`config.mk`:
```
export PLATFORM = sky130hd
export DESIGN_NAME = alu_feeder
export DESIGN_NICKNAME = d
export VERILOG_FILES = /design/src/rtl/alu_feeder.sv
export SDC_FILE = /design/constraint.sdc
export NUM_CORES = 1
export LEC_CHECK = 0
export CORE_AREA = 8 8 92 86
export CTS_BUF_LIST = sky130_fd_sc_hd__clkbuf_4
export CTS_CLUSTER_SIZE = 25
export DETAILED_ROUTE_END_ITERATION = 10
export DIE_AREA = 0 0 100 94
export GPL_ROUTABILITY_DRIVEN = 0
export GPL_TIMING_DRIVEN = 0
export HOLD_SLACK_MARGIN = 0.08
export PLACE_DENSITY = 0.89
export SLEW_MARGIN = 25
export SYNTH_ARGS = -nofsm -noshare
export SYNTH_HDL_FRONTEND = slang
export SYNTH_SLANG_ARGS = --single-unit
```
`constraint.sdc`:
```
create_clock -name clock -period 2.35 [get_ports clock]
set_input_delay 0.47 -clock clock [delete_from_list [all_inputs] [get_ports clock]]
set_output_delay 0.47 -clock clock [all_outputs]
set_load 0.02 [all_outputs]
```
`src/rtl/alu_feeder.sv`:
```
// Instruction-issue stage in front of the 8-bit accumulator ALU: buffers producer
// instructions in a small FIFO, drops undefined opcodes, and issues one per cycle.
module alu_feeder #(
    parameter int DEPTH  = 4,
    parameter int ADDR_W = 2
) (
    input  logic              clock,
    input  logic              reset,
    input  logic [11:0]       in_inst,
    input  logic              in_valid,
    output logic              in_ready,
    input  logic              hold,
    input  logic              flush,
    output logic [11:0]       out_inst,
    output logic              out_wen,
    output logic [ADDR_W:0]   count,
    output logic [7:0]        drop_count,
    output logic              error
);

    typedef enum logic {
        INIT,
        RUN
    } state_t;

    localparam logic [ADDR_W:0] FULL_COUNT = (ADDR_W + 1)'(DEPTH);
    localparam logic [3:0]      LAST_OPCODE = 4'd9;

    state_t            state;
    logic [ADDR_W:0]   head;
    logic [ADDR_W:0]   tail;
    logic [11:0]       mem [DEPTH];

    logic              full;
    logic              accept;
    logic              legal;
    logic              push;
    logic              pop;

    // Pointers carry one extra wrap bit so full and empty are distinguishable.
    assign count    = tail - head;
    assign full     = (count == FULL_COUNT);
    assign in_ready = (state == RUN) && !full && !flush;
    assign legal    = (in_inst[11:8] <= LAST_OPCODE);
    assign accept   = in_valid && in_ready;
    assign push     = accept && legal;
    assign pop      = (state == RUN) && !hold && !flush && (count != '0);

    // NOTE: storage has no reset; only pointers mark which entries are valid.
    always_ff @(posedge clock) begin
        if (push) begin
            mem[tail[ADDR_W-1:0]] <= in_inst;
        end
    end

    // NOTE: sequential state uses non-blocking assignments so every register
    // samples pre-edge values, letting push and pop share one edge safely.
    always_ff @(posedge clock or negedge reset) begin
        if (!reset) begin
            state      <= INIT;
            head       <= '0;
            tail       <= '0;
            out_inst   <= 12'h000;
            out_wen    <= 1'b0;
            error      <= 1'b0;
            drop_count <= 8'd0;
        end else begin
            out_wen <= 1'b0;
            if (state == INIT) begin
                state <= RUN;
            end else if (flush) begin
                head <= '0;
                tail <= '0;
            end else begin
                if (push) begin
                    tail <= tail + 1'b1;
                end
                if (accept && !legal) begin
                    error <= 1'b1;
                    if (drop_count != 8'hFF) begin
                        drop_count <= drop_count + 8'd1;
                    end
                end
                if (pop) begin
                    out_inst <= mem[head[ADDR_W-1:0]];
                    out_wen  <= 1'b1;
                    head     <= head + 1'b1;
                end
            end
        end
    end

endmodule

```
==> reports/results.ini <==
[run_status]
status = finished with violations
violations = setup timing

[cts]
htreeDepth = 3
root_buffer = clkbuf_4
cts_tree = yes
clockBufferDepth = 2
clk_latency_ps = 420
path_clk_slew_ps = 120
clkSinkCount = 77
cts_made_buffers = 9

[global_route]
grt_max_degree = 30
grt_overflow = 0
grt_pass1_wl_um = 9800
antenna_found_initial = 0
grtUsageTotal = 0.141
grt_pass1_vias = 1904

[worst_setup_path]
crit_path_max_incr_delay_ps = 440
crit_buf_inv = 3
path_cells = ha_4 > fa_2 > xnor3_2 > buf_4 > a311o_1 > buf_6 > buf_8 > mux2_4
crit_end = out_inst[10]
worstSetupPathType = flop to flop
rrSetupSlack_ps = -90
r2r-end = out_inst[10]
path_delay_family = adder cells
critPathRequiredTime_ps = 2650
cp-start-kind = flop
crit_cells = 8
setup.worst_path.start = head[0]
endpoint_kind = flop
crit_fanout = 10
worstPathArrival_ps = 2740
cpMaxStageDelayCell = dfrtp_1
r2r-start = head[0]
r2r_cells = 8

[place]
place_area_um2 = 3680
io_buffers = 42
dp_hpwl_um = 3950
dp.cells = 309

[synthesis]
syn_area_um2 = 3150
synthTopCellsByCount = 48 x edfxtp_1, 29 x dfrtp_1, 12 x mux4_2
synth_top_family_by_area = multiplexers
synth_cells = 177
mappedNetlistNets = 202
synth.area.top_cells = edfxtp_1 46%, dfrtp_1 23%, mux4_2 8.6%
synth_fa_ha_area_frac = 0.0342
synth_mux_area_frac = 0.142
yosysWarnings = 0
synth_ff_type = edfxtp_1
synth_top_area_share = 0.458
synth_edf_count = 48
synth-async-reset-ratio = 0.377
synth_area_leader_cell = edfxtp_1
ys_ff_latch = 77
yosys.cell_count.top_type = edfxtp_1
synth-xor-area-share = 0.0298
syn_area_per_cell_um2 = 17.8
synthSimpleGateAreaFrac = 0.0529
yosysSeqAreaShare = 0.688
synth_compound_area_frac = 0.0258
yosysUniqueCellTypes = 35

[layout]
syn_to_final_growth_pct = 26.5
num-fill-cells = 473
layout.nets = 271
diodes = 0
drive_above_1_share = 0.319
finalInstanceArea_um2 = 3980
instances_no_fill = 341

[floorplanning]
rows = 28
die_area_um2 = 9400
initial_utilization = 0.494
fp.coreArea_um2 = 6380
num_io_pins = 43
dieWidth_um = 100
die_h_um = 94

[drt]
num_vias = 1794
vias_per_cell = 5.26
ant_nets = 0
wl_um = 6430
drc = 0
drt_iter0_drc = 48
drtPass1Iterations = 4
wl_per_cell_um = 18.8

[pwr]
irDropWorstVdd_mv = 0.422
power_density_nw_per_um2 = 1070
power.leakage_nw = 1.51
finalPower_mw = 4.26

[sta]
rsz0062_at_grt = yes
worst_pin_slew_ps = 676
hold_slack_ps = 79.8
fin_crit_ps = 2440
finalSetupViolations = 16
slew_violations = 0
max_freq_mhz = 409
hold_violations = 0
timing.final.crit_share = 1.04
finClkSkew_ps = 16.1
worst_slack_ps = -93.4
slew_headroom = 0.549

[min_path]
min_path_type = primary input to asynchronous set/reset pin

[flow_run]
drv_cap = 0

## through the flow
step / utilization / setup TNS (ps) / setup WS, ps
3_3_place_gp: 0.578 / -12080 / -256
6_report: 0.625 / -936 / -93.4
2_1_floorplan: - / 0 / 45.3
3_5_place_dp: 0.577 / -17450 / -368
4_1_cts: 0.612 / -457 / -73.2
5_1_grt: 0.625 / -2220 / -161
## area by class of cell
class                   count  area (um2)  share of cell area
clock inverters             3        40.0              0.0101
flip-flops and latches     77        2170               0.544
clock buffers              13        97.6              0.0245
multi-input cells          86         967               0.243
inverters                  11        41.3              0.0104
repair buffers             56         518               0.130
plain buffers               5        38.8             0.00974
well taps                  90         113              0.0283
## sequential cells by signal (all words and copies together) (netlist names)
name,cells
head,3
error,1
out_wen,1
drop_count,8
mem,48
out_inst,12
state,1
tail,3
## metal layers
layer	routed length (um)	vias to the layer above	global-route usage	part of all wire
met3	285	15	0.0422	0.044
met1	2660	920	0.158	0.41
met4	178	0	0.0629	0.028
li1	-	807	-	-
met2	3300	52	0.245	0.51
met5	0	-	0	0
## report_power, final
part | leakage, nW | internal [mW] | switching (mW) | total, mW
logic | 0.632 | 0.875 | 0.818 | 1.69
registers | 0.800 | 1.63 | 0.128 | 1.75
clock network | 0.0818 | 0.371 | 0.437 | 0.808
total | 1.51 | 2.87 | 1.38 | 4.26
## cells in the final DEF (no fill, tap or decap), types with 3 or more instances in the layout
cell | Yosys | routed
dfrtp_1 | 29 | 29
clkbuf_4 | 0 | 13
inv_1 | 11 | 9
nand4_1 | 4 | 4
mux2_2 | 10 | 10
nand3_1 | 4 | 3
clkdlybuf4s50_1 | 0 | 38
edfxtp_1 | 48 | 48
mux4_2 | 12 | 12
buf_4 | 0 | 14
xnor2_1 | 8 | 8
and2_4 | 0 | 3
buf_2 | 1 | 3
mux2_4 | 3 | 3
ha_1 | 7 | 6
nand2_1 | 7 | 6
buf_6 | 1 | 3
## worst min path at each step
stage	from	to	slack [ps]	depth (start not counted)
after global placement	error	error	460	1
after CTS	reset	out_inst[6]	90	1
after detailed placement	error	error	460	1
final	reset	out_inst[11]	80	1
after global routing	reset	out_inst[8]	110	1
after floorplan	reset	drop_count[0]	170	0
## repair_timing
action | CTS | global route
pin swaps | 3 | 7
setup buffers | 9 | 5
setup endpoints to repair | 60 | 26
resized for setup | 25 | 8
cloned | 0 | 2
hold buffers | 0 | 0
## cell families (layout without fill, tap and decap cells)
logic type | after synthesis | after routing
adders and majority gates | 8 | 8
muxes | 27 | 27
buffers and inverters | 16 | 88
other | 1 | 1
and+or+nand+nor | 30 | 32
AOI/OAI and AO/OA | 9 | 9
xor gates and xnor gates | 9 | 9
DFF | 77 | 77
Note: power is estimated with default switching activity, not from simulation.
